[src/rtl/image_downsampler.sv]
// image_downsampler: streams one D5M grayscale frame into a 28x28 8-bit image.
// A centred (OUT_DIM<<BLK_LOG2)-square window is averaged in square blocks of
// edge 2**BLK_LOG2. Each block mean is written to the image memory in raster order.
// Optional build macro: IMG_INVERT_EN writes 255-mean (white digit on black).
// Ports:
//   D5M_PIXCLK  pixel clock, all logic on posedge
//   rst_n       asynchronous active-low reset
//   iGray       12-bit gray pixel, qualified by iDVAL
//   iDVAL       pixel valid strobe
//   iFVAL       frame valid, rising edge starts a frame
//   iStart      capture request level from another clock domain
//   oWe/oWaddr/oWdata  image memory write port (address = by*OUT_DIM+bx)
//   oBusy       capture armed or in progress
//   oDone       one-cycle pulse after the final block write
module image_downsampler #(
  parameter int unsigned IMG_W    = 640,
  parameter int unsigned IMG_H    = 480,
  parameter int unsigned X0       = 96,
  parameter int unsigned Y0       = 16,
  parameter int unsigned BLK_LOG2 = 4,
  parameter int unsigned OUT_DIM  = 28
) (
  input  logic        D5M_PIXCLK,
  input  logic        rst_n,
  input  logic [11:0] iGray,
  input  logic        iDVAL,
  input  logic        iFVAL,
  input  logic        iStart,
  output logic        oWe,
  output logic [9:0]  oWaddr,
  output logic [7:0]  oWdata,
  output logic        oBusy,
  output logic        oDone
);

  localparam int unsigned PIX_W  = 12;
  localparam int unsigned ADDR_W = 10;
  localparam int unsigned DATA_W = 8;
  localparam int unsigned COL_W  = $clog2(IMG_W);
  localparam int unsigned ROW_W  = $clog2(IMG_H);
  localparam int unsigned WIN    = OUT_DIM << BLK_LOG2;
  localparam int unsigned BX_W   = (OUT_DIM > 1) ? $clog2(OUT_DIM) : 1;
  localparam int unsigned OFF_W  = BLK_LOG2 + BX_W;
  localparam int unsigned HACC_W = PIX_W + BLK_LOG2;
  localparam int unsigned CRAM_W = PIX_W + 2 * BLK_LOG2;

  typedef enum logic [1:0] {IDLE, ARM, CAPTURE, DONE} state_t;

  state_t             state;
  logic [COL_W-1:0]   col;
  logic [ROW_W-1:0]   row;
  logic               fval_q;
  logic [2:0]         start_sync;
  logic [HACC_W-1:0]  hacc;
  logic [CRAM_W-1:0]  cram [OUT_DIM];

  logic               fval_rise_c;
  logic               fval_fall_c;
  logic               start_rise_c;
  logic               in_win_c;
  logic [OFF_W-1:0]   xoff_c;
  logic [OFF_W-1:0]   yoff_c;
  logic [BX_W-1:0]    bx_c;
  logic [BX_W-1:0]    by_c;
  logic [BLK_LOG2-1:0] cx_c;
  logic [BLK_LOG2-1:0] cy_c;
  logic               cx_last_c;
  logic               cy_last_c;
  logic               acc_en_c;
  logic [HACC_W-1:0]  row_sum_c;
  logic [CRAM_W-1:0]  blk_sum_c;
  logic               blk_done_c;
  logic               last_blk_c;
  logic [DATA_W-1:0]  pix_mean_c;

  // Edge detection on frame valid and on the synchronized start request
  always_comb begin
    fval_rise_c  = iFVAL & ~fval_q;
    fval_fall_c  = ~iFVAL & fval_q;
    start_rise_c = start_sync[1] & ~start_sync[2];
  end

  // Window membership, block indices and in-block offsets of the current pixel
  always_comb begin
    in_win_c  = (32'(col) >= X0) && (32'(col) < X0 + WIN) &&
                (32'(row) >= Y0) && (32'(row) < Y0 + WIN);
    xoff_c    = OFF_W'(32'(col) - X0);
    yoff_c    = OFF_W'(32'(row) - Y0);
    bx_c      = xoff_c[OFF_W-1:BLK_LOG2];
    by_c      = yoff_c[OFF_W-1:BLK_LOG2];
    cx_c      = xoff_c[BLK_LOG2-1:0];
    cy_c      = yoff_c[BLK_LOG2-1:0];
    cx_last_c = (cx_c == {BLK_LOG2{1'b1}});
    cy_last_c = (cy_c == {BLK_LOG2{1'b1}});
  end

  // Accumulation datapath; the block sum is only formed, never stored, on the last pixel
  always_comb begin
    acc_en_c   = (state == CAPTURE) && iDVAL && in_win_c;
    row_sum_c  = hacc + HACC_W'(iGray);
    blk_sum_c  = cram[bx_c] + CRAM_W'(row_sum_c);
    blk_done_c = acc_en_c && cx_last_c && cy_last_c;
    last_blk_c = blk_done_c && (bx_c == BX_W'(OUT_DIM - 1)) &&
                 (by_c == BX_W'(OUT_DIM - 1));
    pix_mean_c = blk_sum_c[CRAM_W-1 -: DATA_W];
  end

  // Raster position counters, restarted by each frame
  always_ff @(posedge D5M_PIXCLK or negedge rst_n) begin
    if (!rst_n) begin
      col    <= '0;
      row    <= '0;
      fval_q <= 1'b0;
    end else begin
      fval_q <= iFVAL;
      if (fval_rise_c) begin
        col <= '0;
        row <= '0;
      end else if (iDVAL) begin
        if (col == COL_W'(IMG_W - 1)) begin
          col <= '0;
          if (row != ROW_W'(IMG_H - 1)) row <= row + ROW_W'(1);
        end else begin
          col <= col + COL_W'(1);
        end
      end
    end
  end

  // Start request synchronizer plus edge-detect stage
  always_ff @(posedge D5M_PIXCLK or negedge rst_n) begin
    if (!rst_n) start_sync <= '0;
    else        start_sync <= {start_sync[1:0], iStart};
  end

  // Horizontal accumulator: restarts at the first pixel of each block row segment
  always_ff @(posedge D5M_PIXCLK or negedge rst_n) begin
    if (!rst_n) begin
      hacc <= '0;
    end else if (acc_en_c) begin
      hacc <= (cx_c == '0) ? HACC_W'(iGray) : row_sum_c;
    end
  end

  // Column RAM: per-block partial sums, contents meaningless until first line of a block
  always_ff @(posedge D5M_PIXCLK) begin
    if (acc_en_c && cx_last_c && !cy_last_c) begin
      cram[bx_c] <= (cy_c == '0) ? CRAM_W'(row_sum_c) : blk_sum_c;
    end
  end

  // Capture control and registered write port
  always_ff @(posedge D5M_PIXCLK or negedge rst_n) begin
    if (!rst_n) begin
      state  <= IDLE;
      oWe    <= 1'b0;
      oWaddr <= '0;
      oWdata <= '0;
      oBusy  <= 1'b0;
      oDone  <= 1'b0;
    end else begin
      oWe   <= 1'b0;
      oDone <= 1'b0;
      case (state)
        IDLE: begin
          if (start_rise_c) begin
            state <= ARM;
            oBusy <= 1'b1;
          end
        end
        ARM: begin
          if (fval_rise_c) state <= CAPTURE;
        end
        CAPTURE: begin
          if (blk_done_c) begin
            oWe    <= 1'b1;
            oWaddr <= ADDR_W'(32'(by_c) * OUT_DIM + 32'(bx_c));
`ifdef IMG_INVERT_EN
            oWdata <= ~pix_mean_c;
`else
            oWdata <= pix_mean_c;
`endif
            if (last_blk_c) state <= DONE;
          end else if (fval_fall_c) begin
            // Frame ended early: wait for a whole new frame and restart at block 0
            state <= ARM;
          end
        end
        DONE: begin
          oDone <= 1'b1;
          oBusy <= 1'b0;
          state <= IDLE;
        end
        default: state <= IDLE;
      endcase
    end
  end

endmodule
[config.mk]
export PLATFORM = sky130hd
export DESIGN_NAME = image_downsampler
export DESIGN_NICKNAME = d
export VERILOG_FILES = /design/src/rtl/image_downsampler.sv
export SDC_FILE = /design/constraint.sdc
export NUM_CORES = 1
export LEC_CHECK = 0
export ABC_AREA = 1
export CAP_MARGIN = 20
export CORE_ASPECT_RATIO = 1.25
export CORE_MARGIN = 8
export CORE_UTILIZATION = 23
export DETAILED_ROUTE_END_ITERATION = 8
export HOLD_SLACK_MARGIN = 0.1
export PLACE_DENSITY = 0.42
export REMOVE_ABC_BUFFERS = 1
export SYNTH_ARGS = -nofsm -noshare
export SYNTH_HDL_FRONTEND = slang
export SYNTH_SLANG_ARGS = --single-unit
[constraint.sdc]
create_clock -name D5M_PIXCLK -period 7.3 [get_ports D5M_PIXCLK]
set_clock_uncertainty 0.1 [all_clocks]
set_input_delay 1.095 -clock D5M_PIXCLK [delete_from_list [all_inputs] [get_ports D5M_PIXCLK]]
set_output_delay 1.095 -clock D5M_PIXCLK [all_outputs]
set_load 0.02 [all_outputs]
==> results.md <==
- Die X: 318 um
- Fin. max-slew vios: 0
- Footprint of the multi-input gates: 7020 um^2
- Syn-to-layout area delta: 18.5%
- Clk sinks: 622
- Setup crit start kind: flop
- Fmax: 182 MHz
- Core Util, Final: 27.4%
- Final setup viols: 0
- Routed Antenna Nets: 0
- Min-Delay Path Class: reg2reg
- Seq/Total Area, Yosys: 70.1%
- CP Max Fanout: 30
- # IOs: 38
- Clock Path Buffers: 3
- Worst slack, placed: 1.70 ns
- Core Area: 113000 um^2
- Tmin final: 5.50 ns
- Post-Place Cell Area: 28800 um^2
- Nets: 2318
- Power density cells: 291 nW/um^2
- Layout cells sized above 1: 11.3%
- MaxCap Viol Count: 0
- PostCTS Resize Cnt: 0
- Worst Max-Slew Pin Slew: 1.07 ns
- # port buffers: 37
- Root Driver: clkbuf_16
- Starting Density: 23.2%
- Crit path required time: 7.62 ns
- RSZ-0062 raised after global routing: no
- DRT Pass-1 Iters: 5
- Status: finished, final reports clean
- Cell Count, Final, Fillers Out: 3768
- Number of global-route vias before repair: 17200
- Num CTS Buffers: 68
- Async SR Flop Fraction: 9.97%
- Avg WL per Cell: 24.0 um
- Die height: 393 um
- Iter 0 DRT Violations: 1673
- Crit. End Element: flop
- Routed wire length: 90300 um
- Via density per instance: 4.63
- Filler cell count: 11600
- Synth Area per Inst: 12.2 um^2
- Hold Vio Cnt, Final: 0
- Final HPWL DP: 56700 um
- Top_reg_cell synth: edfxtp_1
- Post-synth EDFFs: 560
- Yosys warnings: 0
- Period utilisation layout: 75.3%
- Placer Congestion: 0.873
- Crit Path Class: reg2reg
- Final Cell Area: 31000 um^2
- Cell Area, Synth: 26200 um^2
- Crit path DAT: 5.82 ns
- Synthesized instance count: 2139
- Post-CTS Hold Buffers: 0
- Post-CTS Setup Bufs: 0
- Total gr overflow: 0
- Worst skew pair latency: 0.63 ns
- Relative slew slack: 28.0%
- Post-route worst setup slack: 1.80 ns
- First-pass GRT wire length: 127000 um
- Register area: 18400 um^2
- Row count: 138
- Largest net degree at the start of global routing: 63
- Routed via count: 17400
- Initial antenna violation count: 2
- H-tree depth: 3
- Placed cells: 3644
- Netlist cell types: 51
- DRC viols: 0
- CTS tree: built
- Total Routing Usage GR: 13.9%
- Die area: 125000 um^2
- Pleak: 11.1 nW
- Clk slew on worst S/H paths: 0.06 ns
- Number of synthesized register bits: 622
- VDD IR max: 0.148 mV
- Setup_tns: 0 ns
==> metrics by stage <==
stage / power [W] / hold slack, ns
floorplan: 0.00517 / 0.231
global placement: 0.00568 / 0.244
detailed placement: 0.00572 / 0.235
CTS: 0.00910 / 0.247
global route: 0.00935 / 0.273
finish: 0.00904 / 0.246
==> registers in the layout, summed over array words and instances, names as in the netlist <==
register / flops
oBusy: 1
state: 2
oDone: 1
oWdata: 8
start_sync: 3
oWaddr: 10
hacc: 16
col: 10
cram: 560
fval_q: 1
row: 9
oWe: 1
==> worst paths after layout <==
kind | start | end | slack, ns | cells after the start
setup / recovery | col[4] | cram[7][17] | 1.80 | 21
hold / removal | start_sync[0] | start_sync[1] | 0.25 | 0
max in group asynchronous | rst_n | hacc[2] | 5.96 | 1
min in group asynchronous | rst_n | oWaddr[0] | 0.50 | 1
hold reg to reg | start_sync[0] | start_sync[1] | 0.25 | 0
setup reg to reg | col[4] | cram[7][17] | 1.80 | 21
==> cell usage in the layout, fill, tap and decap left out, types with 60 or more instances in the layout <==
cell type / instances
buf_4: 77
nor2_1: 140
nand3_1: 97
clkbuf_16: 69
dfrtp_1: 62
o22ai_1: 145
edfxtp_1: 560
inv_1: 151
o21ai_0: 100
nand2_1: 408
a21oi_1: 60
==> synthesized netlist by cell type, drive strengths merged (30+ instances only) <==
cell    instances  area (um^2)
buf            51          280
a22oi          33          248
o21ai         125          626
clkbuf         30          113
nand3          99          505
inv           159          602
ha             48          601
nor2          178          718
o22ai         145          907
a21oi          60          300
nand2         419         1600
nand4          35          219
dfrtp          62         1550
edfxtp        560        16800
==> power by group <==
group	internal [W]	leakage, nW	switching, W	total [W]
Sequential	0.00444	5.87	0.0000256	0.00447
Clock	0.00195	1.06	0.00143	0.00338
Combinational	0.000286	4.20	0.000905	0.00119
Total	0.00668	11.1	0.00236	0.00904
==> cell families (layout without fill, tap and decap cells) <==
logic type | after synthesis | count (layout) | share of synthesized area [%]
AO/OA/AOI/OAI | 413 | 413 | 9.51
XOR/XNOR | 29 | 29 | 0.970
adder cells (fa/ha/maj) | 55 | 55 | 2.83
buffers and inverters | 242 | 400 | 3.83
flip-flops | 622 | 622 | 70.1
other | 0 | 1 | 0
AND/OR/NAND/NOR | 778 | 778 | 12.7
==> per-layer routing <==
metal  vias to the layer above  wire, um  track usage [%]
met5                         -         0                0
met4                         0      3610             6.09
met3                       143      4570             2.01
li1                       7954         -                -
met2                       510     44100             23.8
met1                      8841     38000             17.5
==> cell type report <==
type	count	share of cell area [%]
sequential	622	59.2
multi-input combinational	1275	22.6
clock buffer	92	6.04
tap	1470	5.93
timing repair buffer	118	3.38
inverter	161	1.96
clock inverter	29	0.895
antenna	1	0.00806
==> critical path, cell delays in order (launching register included) <==
cell	delay [ns]
dfrtp_1	0.54
nand2_4	0.52
inv_2	0.50
a22o_1	0.36
a221oi_1	0.37
o22ai_1	0.15
nor3_1	0.36
inv_1	0.09
ha_1	0.29
nand3_1	0.07
nand2_1	0.13
a21oi_1	0.11
o21ai_0	0.30
nand3_1	0.13
nand2_1	0.14
nand3_2	0.10
nand3_1	0.14
nand3_1	0.13
nand3_1	0.12
nand2_1	0.06
nor2_1	0.22
buf_4	0.32
Power figures use the tool's default switching activity.
